## config.mk

```make
export PLATFORM = sky130hd
export DESIGN_NAME = first_signal_reporter
export DESIGN_NICKNAME = d
export VERILOG_FILES = /design/src/rtl/first_signal_reporter.sv
export SDC_FILE = /design/constraint.sdc
export NUM_CORES = 1
export LEC_CHECK = 0
export BUFFER_PORTS_ARGS = -buffer_cell sky130_fd_sc_hd__buf_2
export CAP_MARGIN = 20
export CORE_UTILIZATION = 45
export CTS_BUF_LIST = sky130_fd_sc_hd__clkbuf_8
export CTS_CLUSTER_DIAMETER = 30
export CTS_CLUSTER_SIZE = 8
export DETAILED_ROUTE_END_ITERATION = 8
export PLACE_DENSITY = 0.79
export SLEW_MARGIN = 30
export SYNTH_ARGS = -nofsm -noshare
export SYNTH_HDL_FRONTEND = slang
export SYNTH_SLANG_ARGS = --single-unit
```

## constraint.sdc

```tcl
create_clock -name clk -period 1.95 [get_ports clk]
set_input_delay 0.585 -clock clk [delete_from_list [all_inputs] [get_ports clk]]
set_output_delay 0.585 -clock clk [all_outputs]
set_load 0.02 [all_outputs]
```

## src/rtl/first_signal_reporter.sv

```systemverilog
// -----------------------------------------------------------------------------
// first_signal_reporter
//
// Purpose:
//   This block sits after the first-signal detector. It takes the detector's
//   locked capture y_in = {c,b,a} and produces one report per measurement
//   window, with a timestamp.
//
//   A window opens on a single-cycle start pulse. The block counts cycles
//   until y_in goes non-zero, or until TIMEOUT cycles pass with no signal.
//   It then encodes the winner with fixed priority a > b > c, flags a tie,
//   and holds the report on a valid/ready handshake until it is accepted.
//
// Parameters:
//   CNT_W    width of the arrival-time counter and rpt_time.
//   TIMEOUT  cycles in a window before a no-signal report is issued.
//            Legal range: 1 <= TIMEOUT <= 2**CNT_W - 1. Inside that range
//            the counter can never wrap.
//
// Ports:
//   clk         system clock; all logic runs on the rising edge
//   rst         synchronous, active-high reset
//   start       single-cycle request to open a window (honoured only in IDLE)
//   y_in[2:0]   detector capture {c,b,a}; the detector locks it once non-zero
//   rpt_valid   a report is being presented
//   rpt_ready   the consumer accepts the report on an edge where valid is high
//   rpt_winner  0 = timeout/none, 1 = a, 2 = b, 3 = c
//   rpt_tie     more than one bit is set in the captured mask
//   rpt_mask    raw captured y_in (0 on timeout)
//   rpt_time    cycles from window open to capture (TIMEOUT on timeout)
//   busy        high while a window or a report is outstanding
//   lock_err    sticky flag for a detector lock violation (optional check)
//
// Build option:
//   FSR_LOCK_CHECK_EN
//     Defined:   builds the lock check. If y_in differs from a non-zero
//                captured mask while the report is pending, lock_err is set.
//                It stays set until rst. The check never changes the FSM or
//                the report.
//     Undefined: lock_err is tied to 0 and no check logic is built.
// -----------------------------------------------------------------------------
module first_signal_reporter #(
   parameter int unsigned CNT_W   = 16,
   parameter int unsigned TIMEOUT = 1000
) (
   input  logic             clk,
   input  logic             rst,
   input  logic             start,
   input  logic [2:0]       y_in,
   output logic             rpt_valid,
   input  logic             rpt_ready,
   output logic [1:0]       rpt_winner,
   output logic             rpt_tie,
   output logic [2:0]       rpt_mask,
   output logic [CNT_W-1:0] rpt_time,
   output logic             busy,
   output logic             lock_err
);

   // ---------------------------------------------------------------------------
   // FSM encoding
   // ---------------------------------------------------------------------------
   localparam logic [1:0] ST_IDLE   = 2'd0;
   localparam logic [1:0] ST_WAIT   = 2'd1;
   localparam logic [1:0] ST_REPORT = 2'd2;

   // Last counter value before a timeout, and the time reported for a timeout.
   localparam logic [CNT_W-1:0] CNT_LAST    = CNT_W'(TIMEOUT - 1);
   localparam logic [CNT_W-1:0] CNT_TIMEOUT = CNT_W'(TIMEOUT);
   localparam logic [CNT_W-1:0] CNT_ONE     = CNT_W'(1);

   // ---------------------------------------------------------------------------
   // Winner / tie encoding of a captured mask {c,b,a}
   // ---------------------------------------------------------------------------
   // Fixed priority a > b > c. An all-zero mask encodes as "none".
   function automatic logic [1:0] winner_of(input logic [2:0] m);
      logic [1:0] w;
      w = 2'd0;
      if (m[0]) begin
         w = 2'd1;
      end else if (m[1]) begin
         w = 2'd2;
      end else if (m[2]) begin
         w = 2'd3;
      end
      return w;
   endfunction

   // popcount(m) >= 2 is true exactly when some pair of bits is set.
   function automatic logic tie_of(input logic [2:0] m);
      return (m[0] & m[1]) | (m[0] & m[2]) | (m[1] & m[2]);
   endfunction

   // ---------------------------------------------------------------------------
   // State and report registers
   // ---------------------------------------------------------------------------
   logic [1:0]       state_q,  state_d;
   logic [CNT_W-1:0] cnt_q,    cnt_d;
   logic             valid_q,  valid_d;
   logic [1:0]       winner_q, winner_d;
   logic             tie_q,    tie_d;
   logic [2:0]       mask_q,   mask_d;
   logic [CNT_W-1:0] time_q,   time_d;

   // ---------------------------------------------------------------------------
   // Next-state logic
   // ---------------------------------------------------------------------------
   always_comb begin
      // NOTE: every signal gets a hold default first, so no path leaves a
      // variable unassigned and no latch is inferred.
      state_d  = state_q;
      cnt_d    = cnt_q;
      valid_d  = valid_q;
      winner_d = winner_q;
      tie_d    = tie_q;
      mask_d   = mask_q;
      time_d   = time_q;

      case (state_q)
         ST_IDLE: begin
            // y_in is not looked at here. Only start opens a window.
            if (start) begin
               state_d = ST_WAIT;
               cnt_d   = '0;
            end
         end

         ST_WAIT: begin
            // A signal takes priority over a timeout on the same edge, so
            // y_in is tested before the counter.
            if (y_in != 3'b000) begin
               state_d  = ST_REPORT;
               valid_d  = 1'b1;
               mask_d   = y_in;
               winner_d = winner_of(y_in);
               tie_d    = tie_of(y_in);
               time_d   = cnt_q;
            end else if (cnt_q == CNT_LAST) begin
               state_d  = ST_REPORT;
               valid_d  = 1'b1;
               mask_d   = 3'b000;
               winner_d = 2'd0;
               tie_d    = 1'b0;
               time_d   = CNT_TIMEOUT;
            end else begin
               cnt_d = cnt_q + CNT_ONE;
            end
         end

         ST_REPORT: begin
            // The report fields hold until accepted. A start seen on the
            // accept edge is dropped, because the FSM is not in IDLE then.
            if (rpt_ready) begin
               state_d = ST_IDLE;
               valid_d = 1'b0;
            end
         end

         default: begin
            // The fourth encoding is unreachable. If it ever appears, drop
            // back to IDLE with no report pending.
            state_d = ST_IDLE;
            valid_d = 1'b0;
         end
      endcase
   end

   always_ff @(posedge clk) begin
      // NOTE: sequential state uses non-blocking assignments only. Every flop
      // then samples pre-edge values and there are no simulation races.
      if (rst) begin
         state_q  <= ST_IDLE;
         cnt_q    <= '0;
         valid_q  <= 1'b0;
         winner_q <= 2'd0;
         tie_q    <= 1'b0;
         mask_q   <= 3'b000;
         time_q   <= '0;
      end else begin
         state_q  <= state_d;
         cnt_q    <= cnt_d;
         valid_q  <= valid_d;
         winner_q <= winner_d;
         tie_q    <= tie_d;
         mask_q   <= mask_d;
         time_q   <= time_d;
      end
   end

   // ---------------------------------------------------------------------------
   // Outputs
   // ---------------------------------------------------------------------------
   // All report outputs come straight from flops. rpt_ready only changes
   // rpt_valid through the next edge, so there is no combinational path.
   assign rpt_valid  = valid_q;
   assign rpt_winner = winner_q;
   assign rpt_tie    = tie_q;
   assign rpt_mask   = mask_q;
   assign rpt_time   = time_q;
   assign busy       = (state_q != ST_IDLE);

   // ---------------------------------------------------------------------------
   // Optional detector lock check
   // ---------------------------------------------------------------------------
`ifdef FSR_LOCK_CHECK_EN
   logic lock_err_q, lock_err_d;

   // The capture moves the FSM straight to REPORT. The window after capture
   // is therefore exactly the REPORT state. A timeout report (mask 0) has
   // nothing locked, so it is exempt from the check.
   always_comb begin
      lock_err_d = lock_err_q;
      if ((state_q == ST_REPORT) && (mask_q != 3'b000) && (y_in != mask_q)) begin
         lock_err_d = 1'b1;
      end
   end

   always_ff @(posedge clk) begin
      if (rst) begin
         lock_err_q <= 1'b0;
      end else begin
         lock_err_q <= lock_err_d;
      end
   end

   assign lock_err = lock_err_q;
`else
   assign lock_err = 1'b0;
`endif

endmodule

```

==> After elaboration in Yosys (flattened, before gate mapping) <==
Index checks and enable logic that the tools add are counted.
{ "classes": {"muxes": 24, "eq_ne": 8, "n_addsub": 1, "n_bitwise": 6, "reduce_logical": 9} }
{ "op_table": {"columns": ["cell", "count"], "rows": [
  ["two-way mux 16 bit", 5],
  ["case mux 16 bit (2 select lines)", 1],
  ["two-way mux 2 bit", 9],
  ["adder 16 x 1 -> 16 bit, second input constant", 1],
  ["equality test 16 x 10 -> 1 bit, second input constant", 1],
  ["inequality test 2 bit, second input constant", 4],
  ["two-way mux 3 bit", 2],
  ["case mux 2 bit (3 select lines)", 1],
  ["AND reduction 3 bit", 2],
  ["nonzero test 2 bit", 3],
  ["two-way mux 1 bit", 5],
  ["AND reduction 4 bit", 1],
  ["AND 1 bit", 3],
  ["inequality test 3 bit, second input constant", 1],
  ["case mux 1 bit (3 select lines)", 1],
  ["nonzero test 3 bit", 1],
  ["equality test 2 x 1 -> 1 bit, second input constant", 1],
  ["equality test 2 bit, second input constant", 1],
  ["logical NOT 2 bit", 1],
  ["OR 1 bit", 2],
  ["AND reduction 2 bit", 1],
  ["inverter 1 bit", 1]
]} }
{ "totals": {"register_bits": 41, "in_bits": 7, "elab_cells": 55} }

==> Logic depth before layout (Yosys ltp) <==
Gate-level depths: netlist (run 1).
{ "depth": {"word_depth": 4, "mapped_depth": 7} }

==> Least setup slack after synthesis (run 1) <==
OpenSTA, ideal clock, no wires.
{ "synth_path": {"path_kind": "input-to-reg", "startpoint": "input port y_in[1]", "endpoint": "register cnt_q[10]", "stages": 6, "path_buffers": 1, "arrival_ps": 1969, "setup_ps": 70, "slack_ps": -89, "required_ps": 1880, "cell_sequence": "clkbuf_1 nor4b_1 o21bai_1 a21o_1 or4_1 a21oi_1"} }
{ "synth_via": {"elab_chain_cells": 3} }
{ "synth_lines": {"columns": ["element", "line", "rtl"], "rows": [
  ["from (decl)", "49", "input logic [2:0] y_in,"],
  ["nonzero test 3 bit", "131", "if (y_in != 3'b000) begin"],
  ["inequality test 2 bit (no line)", null, null],
  ["AND reduction 4 bit (no line)", null, null],
  ["to (signal assigned)", "181", "cnt_q <= cnt_d;"],
  ["to (decl)", "98", "logic [CNT_W-1:0] cnt_q, cnt_d;"]
]} }
Every way passes these cells.
A chain may end at the register's enable or synchronous reset.

==> Worst setup path after layout (run 1) <==
{ "layout_path": {"startpoint": "register cnt_q[15]", "endpoint": "register cnt_q[8]"} }
{ "layout_via": {"elab_chain_cells": 3} }
{ "layout_lines": {"columns": ["element", "line", "rtl"], "rows": [
  ["equality test 16 x 10 -> 1 bit", "138", "end else if (cnt_q == CNT_LAST) begin"],
  ["inequality test 2 bit (no line)", null, null],
  ["AND reduction 4 bit (no line)", null, null]
]} }
Every way passes these cells.

==> run metrics, run 1 <==
netlist area before placement 1830 sq um; total number of H-tree levels 2; via count of the routed design 1961; diodes inserted 0; clock transition at the registers of the reported paths 0.08 ns; total non-filler cell area in the finished layout 2530 sq um; clk root buf clkbuf_8; setup total negative slack -0.0817 ns; status finished with violations; post-detail-place hpwl 3510 um; number of remaining DRC errors 0; clock latency on the worst-skew pair approximately 0.30 ns; Final Non-Filler Cells 339; data required time of the critical path 2.14 ns; highest-count cells in the layout ignoring fill and taps buf_4, dfxtp_1, nor2_1; vias in the first global route approximately 1800; combined global-route utilization of all metal layers 0.241; total power density per cell area 695 nW/um^2; crit-path max cell delay 0.55 ns; minimum setup slack in the final design -0.0768 ns; maximum number of pins on one net before global-route repair 21; synthesized instance count 220; hold-fix buffer count after cts 0; RSZ-0062 raised after global routing true; crit path buf inv count 3; initial standard-cell utilization of the core 0.486; die span in x 65.8 um; share of async-settable or async-resettable flops after synthesis 0; floorplan die height 65.8 um; dpl cells 328; Avg WL per Cell 15.2 um; Die Area 4330 sq um; global-route wire length before repair approximately 7900 um; fin nets 299; Iteration-0 DRC Markers around 180; Crit. End Element flip-flop; setup violation total in the final timing report 2; per-instance average area after synthesis 8.33 sq um; initial antenna violation count 0; routability congestion estimate around 0.89; ordered list of cells on the worst path or4b_4, nor4_4, buf_4, buf_6, buf_4, a2111oi_2, xnor2_1, nor2_1; syn nets 228; Clock Tree Buf Depth 2; signal arrival time at the worst endpoint 2.22 ns; number of top-level pins 32; standard-cell rows 22; detail-routed via count per cell roughly 5.8; CTS Buf Count 5; highest attainable clock frequency 493 MHz; Hold WC Path Type flip-flop to flip-flop; relative area change from synthesis to final layout 38.4%; final setup skew 0.00885 ns; count of cell types in the netlist 40; minimum period implied by the final worst setup slack around 2.0 ns; filler cell count 282; TritonRoute pass-1 iters 5; CTS tree built; layout cell share with drive strength beyond 1 0.371; static leakage roughly 1.0 nW; Final Max Slew Viols 0; failing checks setup timing; largest driver fanout on the critical path 3; count of clock tree sinks 41; count of nets left with antenna violations after detail routing 0; startpoint type of the worst setup path flip-flop; Yosys warning total 0; most used flip-flop cell after synthesis dfxtp_1; area inside the core boundary 3770 sq um; commonest non-fill, non-tap cell in the layout buf_4; number of hold violations in the final report 0; worst-case headroom to the max-slew limit 0.562; worst-margin pin slew 0.656 ns; Post-Place Cell Area 2310 sq um; final wirelength 5160 um; Critical Path Most Common Cell buf_4; sequential area share after synthesis 0.448; leftover overflow at the end of global routing 0; slowest CP cell or4b_4; port buffer count 30; worst voltage drop across the vdd grid around 580 uV; start-to-end type of the worst setup path flip-flop to flip-flop; register bit total from synthesis slightly above 40; fraction of the cycle the final worst path needs 1.04; cell type group with the largest total delay on the critical path simple AND/OR/NAND/NOR gates; post-route worst hold slack roughly 0.46 ns; number of enable flip-flop cells after synthesis 0; Max-cap violations 0
-- synth_stat cells, types with 3 or more instances --
| library cell | instances | share of area |
|---|---|---|
| nand3_1 | 6 | 0.016 |
| a211oi_1 | 6 | 0.025 |
| nand4_1 | 4 | 0.014 |
| o21ai_0 | 9 | 0.025 |
| a22oi_1 | 12 | 0.049 |
| nand4b_1 | 3 | 0.014 |
| nand2_1 | 19 | 0.039 |
| xnor2_1 | 3 | 0.014 |
| buf_4 | 3 | 0.012 |
| nor2_1 | 40 | 0.082 |
| or4_1 | 5 | 0.020 |
| a21oi_1 | 13 | 0.036 |
| o211ai_1 | 3 | 0.012 |
| nor3_1 | 10 | 0.027 |
| inv_1 | 5 | 0.010 |
| nor2b_1 | 3 | 0.010 |
| dfxtp_1 | 41 | 0.45 |
| clkbuf_1 | 7 | 0.014 |
-- per-stage QoR --
stage,setup slack (ns),util,power [mW]
floorplan,0.00346,-,1.01
global placement,-0.0816,0.612,1.09
detailed placement,-0.163,0.612,1.10
CTS,-0.0241,0.650,1.75
global route,-0.142,0.672,1.83
finish,-0.0768,0.672,1.76
-- sequential cells by signal, indices dropped and copies added, names as in the netlist --
signal	cells
rpt_time	16
cnt_q	16
state_q	2
rpt_valid	1
rpt_winner	2
rpt_mask	3
rpt_tie	1
-- final timing paths --
kind / start / endpoint / slack (ns) / cells after the start
worst min-delay path: rpt_mask[1]$_SDFFE_PP0P_ / rpt_mask[1]$_SDFFE_PP0P_ / 0.46 / 2
worst max-delay path: cnt_q[15]$_SDFFE_PP0P_ / cnt_q[8]$_SDFFE_PP0P_ / -0.08 / 8
worst min register to register: rpt_mask[1]$_SDFFE_PP0P_ / rpt_mask[1]$_SDFFE_PP0P_ / 0.46 / 2
worst max register to register: cnt_q[15]$_SDFFE_PP0P_ / cnt_q[8]$_SDFFE_PP0P_ / -0.08 / 8
-- timing repair --
item / in CTS / in global routing
pin swaps: 5 / 13
buffers inserted: 2 / 3
endpoints found under the setup margin: 17 / 34
gates resized for setup: 8 / 21
-- where the power goes --
part | switching (mW) | total [mW] | internal [mW]
logic | 0.141 | 0.226 | 0.0845
registers | 0.0144 | 0.872 | 0.858
clock network | 0.293 | 0.665 | 0.372
-- cell type report --
cell class	count	area [sq um]	share of cell area
Clock inverter	2	35.0	0.0138
Multi-Input combinational cell	162	1020	0.402
Clock buffer	5	68.8	0.0271
Tap cell	48	60.1	0.0237
Inverter	5	18.8	0.00740
Sequential cell	41	822	0.324
Timing Repair Buffer	76	510	0.201
-- worst min-delay path, cell delays in order, from the launching register on --
cell	delay, ns
dfxtp_1	0.31
nand2_1	0.05
a21oi_1	0.06
-- metal layers --
metal / track usage / wire [um]
met1: 0.285 / 2190
met2: 0.407 / 2550
met3: 0.0483 / 303
met4: 0.122 / 110
met5: 0 / 0
-- logic make-up after synthesis --
family / Yosys count / synth area share
simple gates: 101 / 0.276
compound gates: 55 / 0.205
flops: 41 / 0.448
buf+inv: 17 / 0.0424
xor+xnor: 3 / 0.0143
fa+ha+maj: 1 / 0.00683
other cells: 1 / 0.00205
mux: 1 / 0.00546
Note: power is estimated with default switching activity, not from simulation.
==> run 2: changes to the inputs <==
--- a/config.mk
+++ b/config.mk
@@ -14,4 +14,5 @@
 export DETAILED_ROUTE_END_ITERATION = 8
 export PLACE_DENSITY = 0.79
+export REMOVE_ABC_BUFFERS = 1
 export SLEW_MARGIN = 30
 export SYNTH_ARGS = -nofsm -noshare
==> constraint.sdc (replaced) <==
create_clock -name clk -period 1.95 [get_ports clk]
set_input_delay 0 -clock clk [delete_from_list [all_inputs] [get_ports clk]]
set_output_delay 0 -clock clk [all_outputs]
set_load 0.02 [all_outputs]
==> run 2 against run 1 <==
Against the previous run: the flow still finishes with violations (setup timing); combinational power up 4%; via count down 6.2%; count of clock-buffer cells in the layout unchanged; clock skew down 0.0050 ns; register-to-register slack about the same; core utilization down 1.9 points; sequential share of layout area up 0.92 points; critical path depth down 1; final area down 2.8%; maximum frequency up 0.45%; critical endpoint is now rpt_time[7]$_SDFFE_PP0P_; largest power group unchanged.
==> run metrics, run 2 (synthesis gave the netlist of run 1 again) <==
slowest CP cell or4_4 (was or4b_4); Crit. End Element flip-flop (unchanged); Hold WC Path Type primary input to flip-flop (was flip-flop to flip-flop); highest-count cells in the layout ignoring fill and taps dfxtp_1, nor2_1, buf_2 (was buf_4, dfxtp_1, nor2_1); startpoint type of the worst setup path flip-flop (unchanged); leftover overflow at the end of global routing 0 (unchanged); minimum setup slack in the final design -0.0676 ns (was -0.0768 ns); layout cell share with drive strength beyond 1 0.338 (was 0.371); initial antenna violation count 0 (unchanged); global-route wire length before repair 7020 um (was 7920 um); signal arrival time at the worst endpoint 2.23 ns (was 2.22 ns); worst-margin pin slew 0.688 ns (was 0.656 ns); start-to-end type of the worst setup path flip-flop to flip-flop (unchanged); Iteration-0 DRC Markers 145 (was 175); maximum number of pins on one net before global-route repair 38 (was 21); post-route core utilization 0.654 (was 0.672); fin nets 282 (was 299); largest driver fanout on the critical path 5 (was 3); static leakage 0.981 nW (was 1.05 nW); source of the worst hold timing path y_in[2] (was rpt_mask[1]$_SDFFE_PP0P_); via count of the routed design 1839 (was 1961); worst voltage drop across the vdd grid 571 uV (was 579 uV); CTS tree built (unchanged); fraction of the cycle the final worst path needs 1.03 (was 1.04); worst reg-to-reg path cell count 7 (was 8); Final Max Slew Viols 0 (unchanged); vias in the first global route 1601 (was 1791); diodes inserted 0 (unchanged); final setup skew 0.00386 ns (was 0.00885 ns); failing checks setup timing (unchanged); ordered list of cells on the worst path or4_4, nor4_4, buf_4, o21a_4, buf_12, nor2_1, nor3_2 (was or4b_4, nor4_4, buf_4, buf_6, buf_4, a2111oi_2, xnor2_1, nor2_1); post-detail-place hpwl 2950 um (was 3510 um); detail-routed via count per cell 5.69 (was 5.78); crit-path max cell delay 0.55 ns (about the same); total power density per cell area 656 nW/um^2 (was 695 nW/um^2); commonest non-fill, non-tap cell in the layout dfxtp_1 (was buf_4); Max-cap violations 0 (unchanged); Crit Reg-Reg Startpoint cnt_q[14]$_SDFFE_PP0P_ (was cnt_q[15]$_SDFFE_PP0P_); hold path depth 3 (was 2); port buffer count 30 (unchanged); initial standard-cell utilization of the core 0.486 (unchanged); clk root buf clkbuf_8 (unchanged); standard-cell rows 22 (unchanged); Die Area 4330 sq um (unchanged); setup violation total in the final timing report 9 (was 2); status finished with violations (unchanged); count of clock tree sinks 41 (unchanged); Tot Pwr 1.62 mW (was 1.76 mW); minimum period implied by the final worst setup slack 2.02 ns (was 2.03 ns); CTS Buf Count 5 (unchanged); total number of H-tree levels 2 (unchanged); number of remaining DRC errors 0 (unchanged); critical path launch point cnt_q[14]$_SDFFE_PP0P_ (was cnt_q[15]$_SDFFE_PP0P_); data required time of the critical path 2.16 ns (was 2.14 ns); critical register-to-register path endpoint rpt_time[7]$_SDFFE_PP0P_ (was cnt_q[8]$_SDFFE_PP0P_); clock latency on the worst-skew pair 0.29 ns (was 0.30 ns); Reg2Reg Setup Slack -0.07 ns (was -0.08 ns); count of nets left with antenna violations after detail routing 0 (unchanged); routability congestion estimate 0.800 (was 0.893); RSZ-0062 raised after global routing true (unchanged); TritonRoute pass-1 iters 4 (was 5); clock transition at the registers of the reported paths 0.07 ns (was 0.08 ns); area inside the core boundary 3770 sq um (unchanged); combined global-route utilization of all metal layers 0.214 (was 0.241); Clock Tree Buf Depth 2 (unchanged); number of top-level pins 32 (unchanged); floorplan die height 65.8 um (unchanged); die span in x 65.8 um (unchanged); number of hold violations in the final report 0 (unchanged); highest attainable clock frequency 496 MHz (was 493 MHz); worst-case headroom to the max-slew limit 0.542 (was 0.562); Avg WL per Cell 14.5 um (was 15.2 um); relative area change from synthesis to final layout 34.6% (was 38.4%); final wirelength 4700 um (was 5160 um); Hold Path End rpt_mask[2]$_SDFFE_PP0P_ (was rpt_mask[1]$_SDFFE_PP0P_)
[run 2: cell count changes in the layout (fill, tap and decap cells not counted), sizes merged]
cell | before | now
buf | 76 | 57
clkbuf | 5 | 6
bufinv | 1 | 0
inv | 5 | 8
clkinv | 1 | 0
dlygate4sd3 | 0 | 1
[run 2: worst max-delay path, delay by kind of cell (launching register included)]
family / cells / cell delay (ns)
compound gates: 1 / 0.16
buf+inv: 2 / 0.32
flops: 1 / 0.32
simple gates: 4 / 1.14
[run 2: metal layers]
| layer | wire length (um) | GRT usage | vias to the layer above |
|---|---|---|---|
| met2 | 2200 | 0.330 | 63 |
| met4 | 72 | 0.0870 | 0 |
| met3 | 249 | 0.0483 | 11 |
| met5 | 0 | 0 | - |
| met1 | 2180 | 0.284 | 862 |
| li1 | - | - | 903 |
[run 2: repair_timing]
action / in CTS / in global routing
resized for setup: 2 / 34
buffers inserted: 4 / 1
pin swaps: 7 / 23
gates cloned: 0 / 2
setup endpoints to repair: 23 / 36
hold buffers: 1 / 0
endpoints found under the hold margin: 1 / 0
[run 2: area by class of cell]
cell class | instances | area, sq um
Tap cell | 48 | 60.1
Timing Repair Buffer | 59 | 428
Fill cell | 313 | 1310
Clock buffer | 5 | 68.8
Sequential cell | 41 | 822
Clock inverter | 3 | 11.3
Inverter | 5 | 18.8
Multi-Input combinational cell | 162 | 1060
[run 2: worst max path at each step]
stage / depth (start not counted) / endpoint
floorplan: 5 / rpt_time[0]$_SDFFE_PP0P_
global placement: 6 / rpt_tie$_SDFFE_PP0P_
detailed placement: 6 / rpt_tie$_SDFFE_PP0P_
CTS: 6 / rpt_time[11]$_SDFFE_PP0P_
global route: 7 / rpt_time[7]$_SDFFE_PP0P_
finish: 7 / rpt_time[7]$_SDFFE_PP0P_
[run 2: report_power, final]
group	switching [mW]	leakage, nW	internal, mW
clock network	0.272	0.0519	0.239
logic	0.144	0.596	0.0921
registers	0.0113	0.333	0.858
[run 2: metrics by stage]
step | worst slack [ns] | cells | TNS, ns | hold WS [ns] | cell area [sq um]
after floorplan | -0.269 | 208 | -5.80 | 0.0679 | 1770
after global placement | -0.00205 | 308 | -0.00205 | 0.276 | 2160
after detailed placement | -0.0921 | 308 | -0.401 | 0.290 | 2160
after CTS | -0.00452 | 321 | -0.00452 | 0.000608 | 2300
after global routing | -0.152 | 323 | -2.94 | 0.0327 | 2460
final | -0.0676 | 323 | -0.223 | 0.0156 | 2460
==> run 3: changes to the inputs <==
CORE_MARGIN = 2   (was default)
HOLD_SLACK_MARGIN = 0.03   (was default)
==> run 3 against run 2 <==
Against the previous run: the flow still finishes with violations (setup timing); count of clock-buffer cells in the layout is 1 higher; via count fell by 2.4%; sequential cell count unchanged; global-route usage decreased by 0.49 points; hold slack better by 0.039 ns; critical path type unchanged; largest power group unchanged.
==> run metrics, run 3 (synthesis gave the netlist of run 1 again) <==
standard-cell rows 23 (was 22); setup total negative slack -0.117 ns (was -0.223 ns); final setup skew 0.00248 ns (was 0.00386 ns); count of nets left with antenna violations after detail routing 0 (unchanged); Post-Place Cell Area 2170 sq um (was 2160 sq um); status finished with violations (unchanged); Crit. End Element flip-flop (unchanged); post-detail-place hpwl 3150 um (was 2950 um); crit path buf inv count 2 (unchanged); CTS Buf Count 5 (unchanged); count of clock tree sinks 41 (unchanged); clock transition at the registers of the reported paths 0.08 ns (was 0.07 ns); area inside the core boundary 3970 sq um (was 3770 sq um); number of remaining DRC errors 0 (unchanged); Final Non-Filler Cells 329 (was 323); total number of H-tree levels 2 (unchanged); highest attainable clock frequency 507 MHz (was 496 MHz); final wirelength 4610 um (was 4700 um); worst-margin pin slew 0.525 ns (was 0.688 ns); slowest CP cell or4_4 (unchanged); RSZ-0062 raised after global routing true (unchanged); diodes inserted 0 (unchanged); vias in the first global route 1536 (was 1601); worst voltage drop across the vdd grid 439 uV (was 571 uV); maximum number of pins on one net before global-route repair 21 (was 38); combined global-route utilization of all metal layers 0.209 (was 0.214); die span in x 67.8 um (was 65.8 um); Clock Tree Buf Depth 2 (unchanged); failing checks setup timing (unchanged); signal arrival time at the worst endpoint 2.16 ns (was 2.23 ns); cell type group with the largest total delay on the critical path simple AND/OR/NAND/NOR gates (unchanged); clock latency on the worst-skew pair 0.30 ns (was 0.29 ns); Iteration-0 DRC Markers 102 (was 145); minimum setup slack in the final design -0.0207 ns (was -0.0676 ns); static leakage 0.974 nW (was 0.981 nW); initial antenna violation count 0 (unchanged); startpoint type of the worst setup path flip-flop (unchanged); dpl cells 313 (was 308); crit-path max cell delay 0.54 ns (was 0.55 ns); filler cell count 357 (was 313); worst-case headroom to the max-slew limit 0.641 (was 0.542); CTS tree built (unchanged); data required time of the critical path 2.14 ns (was 2.16 ns); TritonRoute pass-1 iters 4 (unchanged); commonest non-fill, non-tap cell in the layout dfxtp_1 (unchanged); largest driver fanout on the critical path 7 (was 5); setup violation total in the final timing report 10 (was 9); routability congestion estimate 0.879 (was 0.800); fraction of the cycle the final worst path needs 1.01 (was 1.03); Final Max Slew Viols 0 (unchanged); number of hold violations in the final report 0 (unchanged); clk root buf clkbuf_8 (unchanged); via count of the routed design 1794 (was 1839); leftover overflow at the end of global routing 0 (unchanged); global-route wire length before repair 7090 um (was 7020 um); port buffer count 30 (unchanged); Tot Pwr 1.65 mW (was 1.62 mW); initial standard-cell utilization of the core 0.461 (was 0.486); Avg WL per Cell 14.0 um (was 14.5 um); start-to-end type of the worst setup path flip-flop to flip-flop (unchanged); total non-filler cell area in the finished layout 2430 sq um (was 2460 sq um); total power density per cell area 681 nW/um^2 (was 656 nW/um^2); highest-count cells in the layout ignoring fill and taps dfxtp_1, nor2_1, buf_2 (unchanged); fin nets 287 (was 282); relative area change from synthesis to final layout 32.7% (was 34.6%); Max-cap violations 0 (unchanged); detail-routed via count per cell 5.45 (was 5.69); layout cell share with drive strength beyond 1 0.315 (was 0.338); number of top-level pins 32 (unchanged); minimum period implied by the final worst setup slack 1.97 ns (was 2.02 ns); Die Area 4600 sq um (was 4330 sq um); Hold WC Path Type primary input to flip-flop (unchanged); ordered list of cells on the worst path or4_4, nor4_4, buf_4, o21ai_2, buf_6, a22oi_1, nor2_1 (was or4_4, nor4_4, buf_4, o21a_4, buf_12, nor2_1, nor3_2); floorplan die height 67.8 um (was 65.8 um); Reg2Reg Setup Slack -0.02 ns (was -0.07 ns)
## run 3: cell count changes in the layout (fill, tap and decap cells not counted), moves of 3 or more
| cell | change |
|---|---|
| nor3_1 | +3 |
| a22oi_1 | +5 |
| a22oi_2 | -5 |
| nor3_2 | -3 |
| buf_4 | +5 |
| dlygate4sd3_1 | +3 |
## run 3: cell type report
cell class | instances | area, sq um | area share
timing repair buffer | 64 | 430 | 0.177
clock buffer | 6 | 82.6 | 0.0340
sequential | 41 | 823 | 0.339
clock inverter | 1 | 3.75 | 0.00154
inverter | 5 | 18.8 | 0.00772
multi-input combinational | 162 | 1010 | 0.415
tap | 50 | 62.6 | 0.0257
## run 3: worst register-to-register path: cells and delay by family, from the launching register on
family | cells | cell delay [ns]
compound gates | 2 | 0.27
simple gates | 3 | 0.93
flops | 1 | 0.32
buf+inv | 2 | 0.34
## run 3: layer usage
layer	up-vias	track usage	routed length, um
li1	905	-	-
met1	836	0.270	2170
met2	47	0.325	2130
met3	6	0.0650	243
met4	0	0.0800	60
met5	-	0	0
## run 3: stage by stage
| step | hold WS, ns | worst slack (ns) | utilization |
|---|---|---|---|
| finish | 0.0542 | -0.0207 | 0.612 |
| global route | 0.0678 | -0.114 | 0.612 |
| floorplan | 0.0679 | -0.269 | - |
| detailed placement | 0.287 | -0.0275 | 0.547 |
| global placement | 0.281 | 0.0293 | 0.547 |
| CTS | 0.0474 | -0.000146 | 0.587 |
## run 3: final timing paths
path	startpoint	cells past startpoint	endpoint
worst min-delay path	y_in[0]	3	rpt_mask[0]$_SDFFE_PP0P_
worst max-delay path	cnt_q[13]$_SDFFE_PP0P_	7	rpt_time[0]$_SDFFE_PP0P_
worst min register to register	rpt_mask[1]$_SDFFE_PP0P_	2	rpt_mask[1]$_SDFFE_PP0P_
worst max register to register	cnt_q[13]$_SDFFE_PP0P_	7	rpt_time[0]$_SDFFE_PP0P_
## run 3: power by group
group	internal (mW)	leakage, nW	switching, mW
Sequential	0.857	0.333	0.0104
Combinational	0.0802	0.593	0.136
Clock	0.276	0.0485	0.294
Total	1.21	0.974	0.440
## run 3: timing repair
action,4_1_cts,5_1_grt
buffers inserted,2,2
pin swaps,4,8
gates cloned,0,1
gates resized for setup,5,22
hold buffers,4,0
endpoints found under the hold margin,4,0
setup endpoints to repair,11,34
